$ cat src/rtl/cpu_sequencer_if.sv
// Signal bundle between the instruction sequencer and its datapath/test driver:
// decode inputs, memory handshake, phase indication and datapath strobes.
interface cpu_sequencer_if #(
    parameter int OPCODE_W = 3,
    parameter int CNT_W    = 16
);
    logic [OPCODE_W-1:0] opcode;
    logic                zero;
    logic                mem_ready;
    logic                resume;
    logic [2:0]          phase;
    logic                sel;
    logic                rd;
    logic                ld_ir;
    logic                inc_pc;
    logic                halt;
    logic                ld_pc;
    logic                data_e;
    logic                ld_ac;
    logic                wr;
    logic                halted;
    logic [CNT_W-1:0]    instr_count;

    modport master (
        output opcode, zero, mem_ready, resume,
        input  phase, sel, rd, ld_ir, inc_pc, halt, ld_pc, data_e, ld_ac, wr,
        input  halted, instr_count
    );

    modport slave (
        input  opcode, zero, mem_ready, resume,
        output phase, sel, rd, ld_ir, inc_pc, halt, ld_pc, data_e, ld_ac, wr,
        output halted, instr_count
    );
endinterface

$ cat src/rtl/cpu_sequencer.sv
// 8-phase fetch/execute control sequencer with halt/resume and a saturating
// retired-instruction counter. Define SEQ_WAIT_STATE_EN to enable memory wait states.
module cpu_sequencer #(
    parameter int OPCODE_W = 3,
    parameter int CNT_W    = 16
) (
    input logic            clk,
    input logic            rst,
    cpu_sequencer_if.slave bus
);

    typedef enum logic [2:0] {
        INST_ADDR  = 3'd0,
        INST_FETCH = 3'd1,
        INST_LOAD  = 3'd2,
        IDLE       = 3'd3,
        OP_ADDR    = 3'd4,
        OP_FETCH   = 3'd5,
        ALU_OP     = 3'd6,
        STORE      = 3'd7
    } phase_e;

    phase_e           phase_q, phase_d;
    logic             halted_q, halted_d;
    logic [CNT_W-1:0] cnt_q, cnt_d;

    // Any opcode bit above the 3-bit field turns the instruction into a NOP.
    logic [OPCODE_W-1:0] op_hi;
    logic                nop;
    logic                is_hlt, is_skz, is_sto, is_jmp, is_alu;
    logic                stall;

    assign op_hi  = bus.opcode >> 3;
    assign nop    = (op_hi != '0);
    assign is_hlt = ~nop & (bus.opcode[2:0] == 3'd0);
    assign is_skz = ~nop & (bus.opcode[2:0] == 3'd1);
    assign is_alu = ~nop & (bus.opcode[2:0] >= 3'd2) & (bus.opcode[2:0] <= 3'd5);
    assign is_sto = ~nop & (bus.opcode[2:0] == 3'd6);
    assign is_jmp = ~nop & (bus.opcode[2:0] == 3'd7);

`ifdef SEQ_WAIT_STATE_EN
    // Stall only where memory is actually being read.
    assign stall = ~bus.mem_ready &
                   ((phase_q == INST_FETCH) | ((phase_q == OP_FETCH) & is_alu));
`else
    logic unused_mem_ready;
    assign unused_mem_ready = bus.mem_ready;
    assign stall            = 1'b0;
`endif

    always_comb begin
        bus.sel    = 1'b0;
        bus.rd     = 1'b0;
        bus.ld_ir  = 1'b0;
        bus.inc_pc = 1'b0;
        bus.halt   = 1'b0;
        bus.ld_pc  = 1'b0;
        bus.data_e = 1'b0;
        bus.ld_ac  = 1'b0;
        bus.wr     = 1'b0;
        if (halted_q) begin
            bus.halt = 1'b1;
        end else begin
            case (phase_q)
                INST_ADDR: bus.sel = 1'b1;
                INST_FETCH: begin
                    bus.sel = 1'b1;
                    bus.rd  = 1'b1;
                end
                INST_LOAD, IDLE: begin
                    bus.sel   = 1'b1;
                    bus.rd    = 1'b1;
                    bus.ld_ir = 1'b1;
                end
                OP_ADDR: begin
                    bus.inc_pc = 1'b1;
                    bus.halt   = is_hlt;
                end
                OP_FETCH: bus.rd = is_alu;
                ALU_OP: begin
                    bus.rd     = is_alu;
                    bus.inc_pc = is_skz & bus.zero;
                    bus.ld_pc  = is_jmp;
                    bus.data_e = is_sto;
                end
                STORE: begin
                    bus.rd     = is_alu;
                    bus.ld_ac  = is_alu;
                    bus.ld_pc  = is_jmp;
                    bus.wr     = is_sto;
                    bus.data_e = is_sto;
                end
                default: ;
            endcase
        end
    end

    always_comb begin
        phase_d  = phase_q;
        halted_d = halted_q;
        cnt_d    = cnt_q;
        if (halted_q) begin
            if (bus.resume) begin
                halted_d = 1'b0;
                phase_d  = OP_FETCH;
            end
        end else if ((phase_q == OP_ADDR) && is_hlt) begin
            halted_d = 1'b1;
        end else if (!stall) begin
            phase_d = phase_e'(phase_q + 3'd1);
            if ((phase_q == STORE) && (cnt_q != '1)) begin
                cnt_d = cnt_q + CNT_W'(1);
            end
        end
    end

    always_ff @(posedge clk) begin
        if (rst) begin
            phase_q  <= INST_ADDR;
            halted_q <= 1'b0;
            cnt_q    <= '0;
        end else begin
            phase_q  <= phase_d;
            halted_q <= halted_d;
            cnt_q    <= cnt_d;
        end
    end

    assign bus.phase       = phase_q;
    assign bus.halted      = halted_q;
    assign bus.instr_count = cnt_q;

endmodule

$ cat src/flat_wrapper.sv
// flat-port wrapper written by rule: the top's interface ports become plain ports
module cpu_sequencer_flat 
#(
    parameter int OPCODE_W = 3,
    parameter int CNT_W    = 16
)
  (clk, rst, bus_opcode, bus_zero, bus_mem_ready, bus_resume, bus_phase, bus_sel, bus_rd, bus_ld_ir, bus_inc_pc, bus_halt, bus_ld_pc, bus_data_e, bus_ld_ac, bus_wr, bus_halted, bus_instr_count);
  cpu_sequencer_if #(.OPCODE_W(OPCODE_W), .CNT_W(CNT_W)) bus_i ();
  input logic clk;
  input logic rst;
  input wire logic [$bits(bus_i.opcode)-1:0] bus_opcode;
  input wire logic [$bits(bus_i.zero)-1:0] bus_zero;
  input wire logic [$bits(bus_i.mem_ready)-1:0] bus_mem_ready;
  input wire logic [$bits(bus_i.resume)-1:0] bus_resume;
  output wire logic [$bits(bus_i.phase)-1:0] bus_phase;
  output wire logic [$bits(bus_i.sel)-1:0] bus_sel;
  output wire logic [$bits(bus_i.rd)-1:0] bus_rd;
  output wire logic [$bits(bus_i.ld_ir)-1:0] bus_ld_ir;
  output wire logic [$bits(bus_i.inc_pc)-1:0] bus_inc_pc;
  output wire logic [$bits(bus_i.halt)-1:0] bus_halt;
  output wire logic [$bits(bus_i.ld_pc)-1:0] bus_ld_pc;
  output wire logic [$bits(bus_i.data_e)-1:0] bus_data_e;
  output wire logic [$bits(bus_i.ld_ac)-1:0] bus_ld_ac;
  output wire logic [$bits(bus_i.wr)-1:0] bus_wr;
  output wire logic [$bits(bus_i.halted)-1:0] bus_halted;
  output wire logic [$bits(bus_i.instr_count)-1:0] bus_instr_count;
  assign bus_i.opcode = bus_opcode;
  assign bus_i.zero = bus_zero;
  assign bus_i.mem_ready = bus_mem_ready;
  assign bus_i.resume = bus_resume;
  assign bus_phase = bus_i.phase;
  assign bus_sel = bus_i.sel;
  assign bus_rd = bus_i.rd;
  assign bus_ld_ir = bus_i.ld_ir;
  assign bus_inc_pc = bus_i.inc_pc;
  assign bus_halt = bus_i.halt;
  assign bus_ld_pc = bus_i.ld_pc;
  assign bus_data_e = bus_i.data_e;
  assign bus_ld_ac = bus_i.ld_ac;
  assign bus_wr = bus_i.wr;
  assign bus_halted = bus_i.halted;
  assign bus_instr_count = bus_i.instr_count;
  cpu_sequencer #(.OPCODE_W(OPCODE_W), .CNT_W(CNT_W)) u_core (.clk(clk), .rst(rst), .bus(bus_i));
endmodule
$ cat config.mk
export PLATFORM = sky130hd
export DESIGN_NAME = cpu_sequencer_flat
export DESIGN_NICKNAME = d
export VERILOG_FILES = /design/src/rtl/cpu_sequencer_if.sv /design/src/rtl/cpu_sequencer.sv /design/src/flat_wrapper.sv
export SDC_FILE = /design/constraint.sdc
export NUM_CORES = 1
export LEC_CHECK = 0
export CAP_MARGIN = 10
export CORE_MARGIN = 8
export CORE_UTILIZATION = 50
export CTS_BUF_LIST = sky130_fd_sc_hd__clkbuf_8 sky130_fd_sc_hd__clkbuf_16
export DETAILED_ROUTE_END_ITERATION = 16
export GPL_TIMING_DRIVEN = 0
export PLACE_DENSITY = 0.84
export RECOVER_POWER = 100
export SETUP_SLACK_MARGIN = 0.02
export SYNTH_ARGS = -nofsm -noshare
export SYNTH_HDL_FRONTEND = slang
export SYNTH_SLANG_ARGS = --single-unit
$ cat constraint.sdc
create_clock -name clk -period 3.9 [get_ports clk]
set_input_delay 0.585 -clock clk [delete_from_list [all_inputs] [get_ports clk]]
set_output_delay 0.585 -clock clk [all_outputs]
set_load 0.05 [all_outputs]
==> results of run 1 <==
state kept, by name (all words and copies together), names as in the netlist:
signal / cells
u_core.bus.phase: 3
u_core.bus.halted: 1
u_core.bus.instr_count: 16
synth_stat cells (all sizes together):
cell type and count:
ha 7, nor4b 1, nor2 25, a21oi 6, mux2 1, a211oi 1, buf 4, dfxtp 20
or2 1, inv 8, o21ai 2, nor3b 1, nor4 9, nand3 3, nand4 9, a32o 1
and2 2, mux2i 1, and4 2, a41o 1, nor3 7, clkbuf 2, nor2b 1, or3 2
xnor2 15, nand2 8, a31o 1, a41oi 1, and3 3, nand2b 1
final cells by class:
cell class	instances	area share
sequential	20	0.246
timing repair buffer	34	0.209
buffer	6	0.0169
multi-input combinational	112	0.442
tap	30	0.0231
clock buffer	3	0.0254
inverter	8	0.0185
clock inverter	1	0.0185
worst max-delay path, delay by kind of cell:
family | cells | cell delay [ps]
buffers and inverters | 3 | 1530
AND/OR/NAND/NOR | 3 | 630
layout by cell type, fill, tap and decap left out, types with 7 or more instances in the layout:
master | synthesis | routed
nand2_1 | 8 | 8
nor4_1 | 5 | 9
dfxtp_1 | 20 | 20
inv_1 | 8 | 8
nand4_1 | 9 | 9
dlygate4sd3_1 | 0 | 30
xnor2_1 | 15 | 15
nor2_1 | 24 | 25
ha_1 | 7 | 7
nor3_1 | 7 | 7
metal layers:
metal | vias to the layer above | routed length (um)
met3 | 2 | 264
li1 | 591 | -
met5 | - | 0
met1 | 566 | 1350
met2 | 38 | 1590
met4 | 0 | 17
logic make-up after synthesis:
group	count (synthesis)
compound gates	13
xor+xnor	15
fa+ha+maj	7
buf+inv	14
flops	20
mux	2
simple gates	75
path summary, 6_finish.rpt:
path	from	slack, ps	to
worst max-delay path	bus_opcode[2]	560	bus_halt
worst min register to register	u_core.bus.phase[1]$_SDFFE_PP0N_	560	u_core.bus.phase[1]$_SDFFE_PP0N_
worst max register to register	u_core.bus.phase[0]$_SDFFE_PP0N_	1680	u_core.bus.instr_count[13]$_SDFFE_PP0P_
worst min-delay path	u_core.bus.phase[1]$_SDFFE_PP0N_	560	u_core.bus.phase[1]$_SDFFE_PP0N_
power by group through the flow:
stage	combinational [mW]	clock [mW]	sequential [mW]
6_report	0.0973	0.206	0.212
5_1_grt	0.105	0.218	0.213
4_1_cts	0.102	0.208	0.212
3_5_place_dp	0.102	0	0.217
3_3_place_gp	0.0993	0	0.217
2_1_floorplan	0.0568	0	0.227
per-stage QoR:
| stage | power, mW | util |
|---|---|---|
| finish | 0.516 | 0.675 |
| floorplan | 0.284 | - |
| detailed placement | 0.319 | 0.670 |
| CTS | 0.523 | 0.699 |
| global placement | 0.316 | 0.670 |
| global route | 0.535 | 0.675 |
==> reports/metrics.cfg, run 1 <==
[logic_synthesis]
syn_avg_cell_area_um2 = 8.47
synthMuxAreaShare = 0.0172
syn_area_mm2 = 0.00124
synth_fp_nets = 161
netlist_top_cells_area = dfxtp_1 (32%), xnor2_1 (11%), nor2_1 (7.3%)
ys_warn_count = 0
synth_top_cell_by_area = dfxtp_1
synthAdderAreaFrac = 0.0709
netlist_instances = 146
ys_ff_latch = 20
yosysTopAreaCellShare = 0.324
ys_seq_area_frac = 0.324
synthSimpleGateAreaFrac = 0.351
synth_top_family_by_area = simple AND/OR/NAND/NOR gates
synthXorXnorAreaFrac = 0.106
synth_cell_types = 36
synth_compound_area_frac = 0.0779

[global_routing]
grt_pass1_wl_mm = 5.24
overflow = 0
met3_usage = 0.0442
grt_use_total = 0.147
busiest_layer = met2
met1_usage = 0.157
grt_use_met2 = 0.259
antenna_found_initial = 0
grt_pass1_vias = 1216
grt_max_degree = 13

[min_path]
worstHoldPathCells = 1
min_path_type = flip-flop to flip-flop

[critical_path]
start_kind = primary input
required_ps = 3310
crit_chain = dlygate4sd3_1, nor2_1, nand4_1, nor2b_1, inv_1, dlygate4sd3_1
arrival_ps = 2750
cp_common_cell = dlygate4sd3_1
end_kind = primary output
worst_path_largest_cell_delay_ps = 870
cp_slowest_cell = dlygate4sd3_1
ff2ff_path_depth = 8
crit_type = primary input to primary output
worstPathMaxFanout = 3

[place]
place.gp.congestion = 0.809
dp.cells = 210
place_area_mm2 = 0.00161
port_buffers = 34
dp_slack_ps = 822
dp_hpwl_mm = 2.43

[pwr]
seqPwrFrac = 0.412
p_int_uw = 376
p_switching_uw = 140
ir_worst_vdd_uv = 435
p_clk_frac = 0.400
p_sw_frac = 0.270
p_leak_nw = 0.656
power_frac_comb = 0.189
power_density_mw_per_mm2 = 317

[finish]
diodes = 0
final_nets = 200
design_area_mm2 = 0.00163
multi_input_area_um2 = 719
seq_area_um2 = 400
layout-area-overhead-vs-synth_pct = 31.6
nFillCells = 189
fin_cells = 214
layout-drive-gt1-share = 0.0435

[timing]
finalWorstSetupSlack_ps = 563
drv_slew = 0
tns_ps = 0
holdWs_ps = 564
relSlewSlack = 0.647
finalCritPeriodShare = 0.856
grt_setup_unrepaired = no
worst_pin_slew_ps = 528
fmax_mhz = 300
setup-violations-final = 0
fin_skew_ps = 9.77
fin_crit_ps = 3340
final_hold_viol_count = 0

[routing]
initialDrtViolationCount = 91
wirelength_mm = 3.22
via_per_inst = 5.59
drc = 0
wl_per_cell_um = 15.0
vias = 1197
ant_nets = 0
drt_first_pass_iters = 4

[cts]
cts-resized-gates = 0
clock_sinks = 20
postCtsSetupRepairBufs = 0
hold_buffers = 0
clockBufferDepth = 2
cts_tree = yes
clk_pin_slew_ps = 70
clk_latency_ps = 260
cts_root_buffer = clkbuf_8
cts_max_level = 1
cts_buffers = 3

[floorplanning]
rows = 18
coreArea_mm2 = 0.00241
io_pins = 37
dieArea_mm2 = 0.00432
die_w_um = 65.7
dieHeight_um = 65.7
initial_core_util = 0.513

[status]
status = complete, no violations

[job]
maxCapViolations = 0

No activity file was read; power rests on OpenSTA's default activity.
==> run 2: changes to the inputs <==
--- a/config.mk
+++ b/config.mk
@@ -13,6 +13,7 @@
 export GPL_TIMING_DRIVEN = 0
 export PLACE_DENSITY = 0.84
 export RECOVER_POWER = 100
+export REMOVE_ABC_BUFFERS = 1
 export SETUP_SLACK_MARGIN = 0.02
 export SYNTH_ARGS = -nofsm -noshare
 export SYNTH_HDL_FRONTEND = slang
==> constraint.sdc (replaced) <==
create_clock -name clk -period 3.9 [get_ports clk]
set_input_delay 0.78 -clock clk [delete_from_list [all_inputs] [get_ports clk]]
set_output_delay 0.78 -clock clk [all_outputs]
set_load 0.05 [all_outputs]
==> run 2 against run 1 <==
- setup slack got worse by 270 ps
- power decreased by 10%
- critical path depth unchanged
- cell area decreased by 1.9%
- clock power decreased by 24%
- sequential share of layout area increased by 0.48 points
- final cell count decreased by 1.9%
- combinational power decreased by 2.6%
- clock-buffer cell count increased by 1
- largest power group unchanged
- register-to-register slack improved by 90 ps
- clock skew about the same
==> reports/metrics.cfg, run 2 (same netlist as run 1, synthesis figures left out) <==
[global_routing]
overflow = 0
grt_use_total = 0.146
grt_pass1_vias = 1183
grt_pass1_wl_mm = 5.15
grt_max_degree = 20
antenna_found_initial = 0

[cts]
postCtsSetupRepairBufs = 0
clk_pin_slew_ps = 70
clock_sinks = 20
cts_tree = yes
cts_max_level = 1
cts_root_buffer = clkbuf_8
clk_latency_ps = 260
cts-resized-gates = 0
cts_buffers = 3
clockBufferDepth = 2
hold_buffers = 0

[routing]
drt_first_pass_iters = 4
ant_nets = 0
initialDrtViolationCount = 57
vias = 1162
via_per_inst = 5.53
drc = 0
wirelength_mm = 2.99
wl_per_cell_um = 14.2

[timing]
finalWorstSetupSlack_ps = 289
tns_ps = 0
fmax_mhz = 277
drv_slew = 0
fin_skew_ps = 9.44
final_hold_viol_count = 0
fin_crit_ps = 3610
relSlewSlack = 0.545
worst_pin_slew_ps = 680
grt_setup_unrepaired = no
setup-violations-final = 0
finalCritPeriodShare = 0.926

[place]
port_buffers = 35
dp.cells = 206
dp_hpwl_mm = 2.22
dp_slack_ps = 453
place.gp.congestion = 0.806

[critical_path]
reg2reg_from = u_core.bus.phase[0]$_SDFFE_PP0N_
worstPathMaxFanout = 3
crit_type = primary input to primary output
start_kind = primary input
arrival_ps = 2830
crit_path_start = bus_opcode[1]
r2r_setup_slack_ps = 1770
ff2ff_path_depth = 7
required_ps = 3120
cp_slowest_cell = clkdlybuf4s50_1
end_kind = primary output
crit_chain = dlygate4sd3_1, nor2_1, nand4_1, nor2b_1, inv_1, clkdlybuf4s50_1
worst_path_largest_cell_delay_ps = 790
critPathCapture = bus_halt
r2r-end = u_core.bus.instr_count[15]$_SDFFE_PP0P_

[finish]
final_nets = 196
fin_cells = 210
final_cell_mix = dlygate4sd3_1 (29), nor2_1 (25), dfxtp_1 (20), xnor2_1 (15), nand4_1 (9)
layout_commonest_cell = dlygate4sd3_1
layout-area-overhead-vs-synth_pct = 29.0
diodes = 0
largest_register_ffs = 16
layout-drive-gt1-share = 0.0389

[job]
maxCapViolations = 0

[floorplanning]
io_pins = 37
initial_core_util = 0.513
die_w_um = 65.7
dieHeight_um = 65.7
rows = 18
coreArea_mm2 = 0.00241
dieArea_mm2 = 0.00432

[status]
status = complete, no violations

[pwr]
finalPower_uw = 464
power_density_mw_per_mm2 = 291
ir_worst_vdd_uv = 252
p_leak_nw = 0.633

[min_path]
min_path_type = flip-flop to flip-flop

run 2: worst min-delay path by stage:
stage / startpoint / to / slack [ps] / depth (start not counted)
floorplan: u_core.bus.instr_count[1]$_SDFFE_PP0P_ / u_core.bus.instr_count[1]$_SDFFE_PP0P_ / 750 / 2
global placement: u_core.bus.instr_count[1]$_SDFFE_PP0P_ / u_core.bus.instr_count[1]$_SDFFE_PP0P_ / 540 / 2
detailed placement: u_core.bus.instr_count[1]$_SDFFE_PP0P_ / u_core.bus.instr_count[1]$_SDFFE_PP0P_ / 550 / 2
CTS: u_core.bus.instr_count[1]$_SDFFE_PP0P_ / u_core.bus.instr_count[1]$_SDFFE_PP0P_ / 560 / 2
global route: u_core.bus.instr_count[1]$_SDFFE_PP0P_ / u_core.bus.instr_count[1]$_SDFFE_PP0P_ / 610 / 2
finish: u_core.bus.instr_count[1]$_SDFFE_PP0P_ / u_core.bus.instr_count[1]$_SDFFE_PP0P_ / 560 / 2
run 2: critical path: cells and delay by family:
family                 cells  cell delay [ps]
buffers and inverters      3             1440
and+or+nand+nor            3              610
run 2: layout make-up:
class,count,area (um^2)
clock buffer,4,55.1
fill,207,815
inverter,8,30.0
multi-input combinational,112,714
sequential,20,400
tap,30,37.5
timing repair buffer,36,358
run 2: power by group:
group	leakage, nW	switching (mW)	total, mW	internal, mW
combinational	0.442	0.0624	0.0948	0.0324
sequential	0.162	0.00512	0.212	0.207
clock	0.0288	0.0673	0.157	0.0899
total	0.633	0.135	0.464	0.330
run 2: layer usage:
metal	GRT usage	share of wire	vias up	wire (um)
met5	0	0	-	0
met1	0.162	0.45	534	1340
met3	0.0391	0.067	5	199
met4	0.0736	0.015	0	46
li1	-	-	586	-
met2	0.250	0.47	37	1400
run 2: through the flow:
step / utilization / area (um^2) / hold WS, ps
after global placement: 0.659 / 1590 / 535
after CTS: 0.688 / 1660 / 564
after detailed placement: 0.665 / 1600 / 551
final: 0.662 / 1600 / 558
after floorplan: - / 1200 / 749
after global routing: 0.662 / 1600 / 609
==> RTL change, RTL diff (settings of run 2) <==
Build with the macro `SEQ_WAIT_STATE_EN` defined.
--- a/src/rtl/cpu_sequencer.sv
+++ b/src/rtl/cpu_sequencer.sv
@@ -1,5 +1,7 @@
 // 8-phase fetch/execute control sequencer with halt/resume and a saturating
 // retired-instruction counter. Define SEQ_WAIT_STATE_EN to enable memory wait states.
+`define SEQ_WAIT_STATE_EN
+
 module cpu_sequencer #(
     parameter int OPCODE_W = 3,
     parameter int CNT_W    = 16
Function: changed (a bounded check fails within 4 cycles, from zero or initial values and one cycle with rst high).
==> RTL change against run 2 <==
- core utilization increased by 3.2 points
- setup slack improved by 0.081 ns
- largest cell class unchanged
- non-clock buffer count unchanged
- via count increased by 12%
- cell area increased by 5.9%
- cell count increased by 2.9%
- synthesized area increased by 2.6%
- sequential cell count unchanged
- routed wire length increased by 12%
- highest routed layer unchanged
- worst hold slack got worse by 0.049 ns
- die area increased by 2.0%
Power is not compared: it rests on default switching activity, and its combinational part moved more than twofold at a synthesized area within 25%.
==> RTL change: results (changes against run 2) <==
* Status: finished, final reports clean
* Worst hold slack at 0.509 ns (-0.0489 ns)
* Multi-input gate count at 121 (+8.0%)
* Gate Count Post-Synth at 153 (+4.8%)
* Ranking of synthesized cells by area: dfxtp_1 (32%), ha_1 (6.9%), a21oi_1 (6.7%)
* First-pass iteration count of the detailed router at 5 (+1)
* Number of global-route vias before repair at 1237 (+4.6%)
* FF-to-FF End: u_core.bus.instr_count[9]
* Setup Skew at 0.00171 ns (-0.00773 ns)
* Final core utilization at 69.4% (+3.2 points)
* Netlist Area Pre-Place at 1270 um^2 (+2.6%)
* Max reg flops at 16 (unchanged)
* Synth-to-Final Area Change at 33.1%
* Hold endpoint: u_core.bus.instr_count[6]
* Largest net degree at the start of global routing at 29 (+45%)
* Final std cells w/o fill at 216 (+2.9%)
* Most frequent cells after synthesis: dfxtp_1 (20), a21oi_1 (17), nor2_1 (13)
* Worst R2R Setup Slack at 1.43 ns (-0.34 ns)
* CP Max Fanout at 7 (+4)
* Slowest stage cell, crit path: dlygate4sd3_1
* Reg2Reg Depth at 6 (-1)
* # nets final at 202 (+3.1%)
* Drt via density at 6.05 (+9.3%)
* Port bufs at 36 (+2.9%)
* Gp weighted congestion at 0.873 (+8.3%)
* Final non-clock buffer share at 21.3% (-1.1 points)
* Non-clock inverters at 5 (-3)
* Headroom to the max-slew limit at 35.9% (-19 points)
* Post-synthesis xor/xnor area fraction at 0.690% (-9.9 points)
* Total GRT Usage at 15.7% (+1.1 points)
* WL met1 at 1.45 mm (+8.4%)
* Compound-cell area share of the yosys netlist at 15.8% (+8.0 points)
* Synth cell types at 41 (+14%)
* Worst r2r src: u_core.bus.phase[0]
* # fillers at 202 (-2.4%)
* Critical path arrival at 2.75 ns (-0.08 ns)
* Global-route wire length before repair at 5.64 mm (+9.5%)
* Multi-input combinational cell area at 801 um^2 (+12%)
* Adder-Cell Fraction of Synth Area at 6.90% (-0.18 points)
* Sequential area share after synthesis at 31.6% (-0.83 points)
* Worst slack, placed at 0.482 ns (+0.0291 ns)
* Met3 Wirelength at 212 um (+6.5%)
* Maximum clock frequency at 283 MHz (+2.3%)
* Placed cell area at 1630 um^2 (+1.4%)
* Detailed Place HPWL at 2.50 mm (+12%)
* Share of cells above drive strength 1 at 4.84% (+0.95 points)
* Sequential cell area share at 23.7% (-1.4 points)
* Routed wl met2 at 1.64 mm (+17%)
* Inst Count DP at 212 (+2.9%)
* Post-Route WL at 3.34 mm (+12%)
* Worst Hold Launch: u_core.bus.instr_count[6]
* Worst path max stage delay at 0.87 ns (+0.08 ns)
* Clock-cell share of area at 4.22% (+0.77 points)
* Root buf cell: clkbuf_8
[RTL change: cell count changes after synthesis, sizes merged, moves of 3 or more]
| cell | run 2 | this run |
|---|---|---|
| xnor2 | 15 | 1 |
| nor2 | 25 | 13 |
| a21oi | 6 | 17 |
| nand4 | 9 | 1 |
| mux2 | 1 | 6 |
| nand2b | 1 | 6 |
| nor2b | 1 | 6 |
| nand3 | 3 | 7 |
| or4 | 0 | 4 |
| inv | 8 | 5 |
| nor4 | 9 | 6 |
[RTL change: power by group through the flow]
stage	logic (W)	clock network (W)	registers [W]
6_report	0.000197	0.000212	0.000223
5_1_grt	0.000209	0.000224	0.000226
4_1_cts	0.000207	0.000214	0.000224
3_5_place_dp	0.000207	0	0.000229
3_3_place_gp	0.000204	0	0.000228
2_1_floorplan	0.000114	0	0.000251
[RTL change: routing by layer]
layer / vias up / GRT usage, %
met1: 634 / 17.5
met5: - / 0
met4: 0 / 4.80
met2: 34 / 27.7
met3: 5 / 4.75
li1: 633 / -
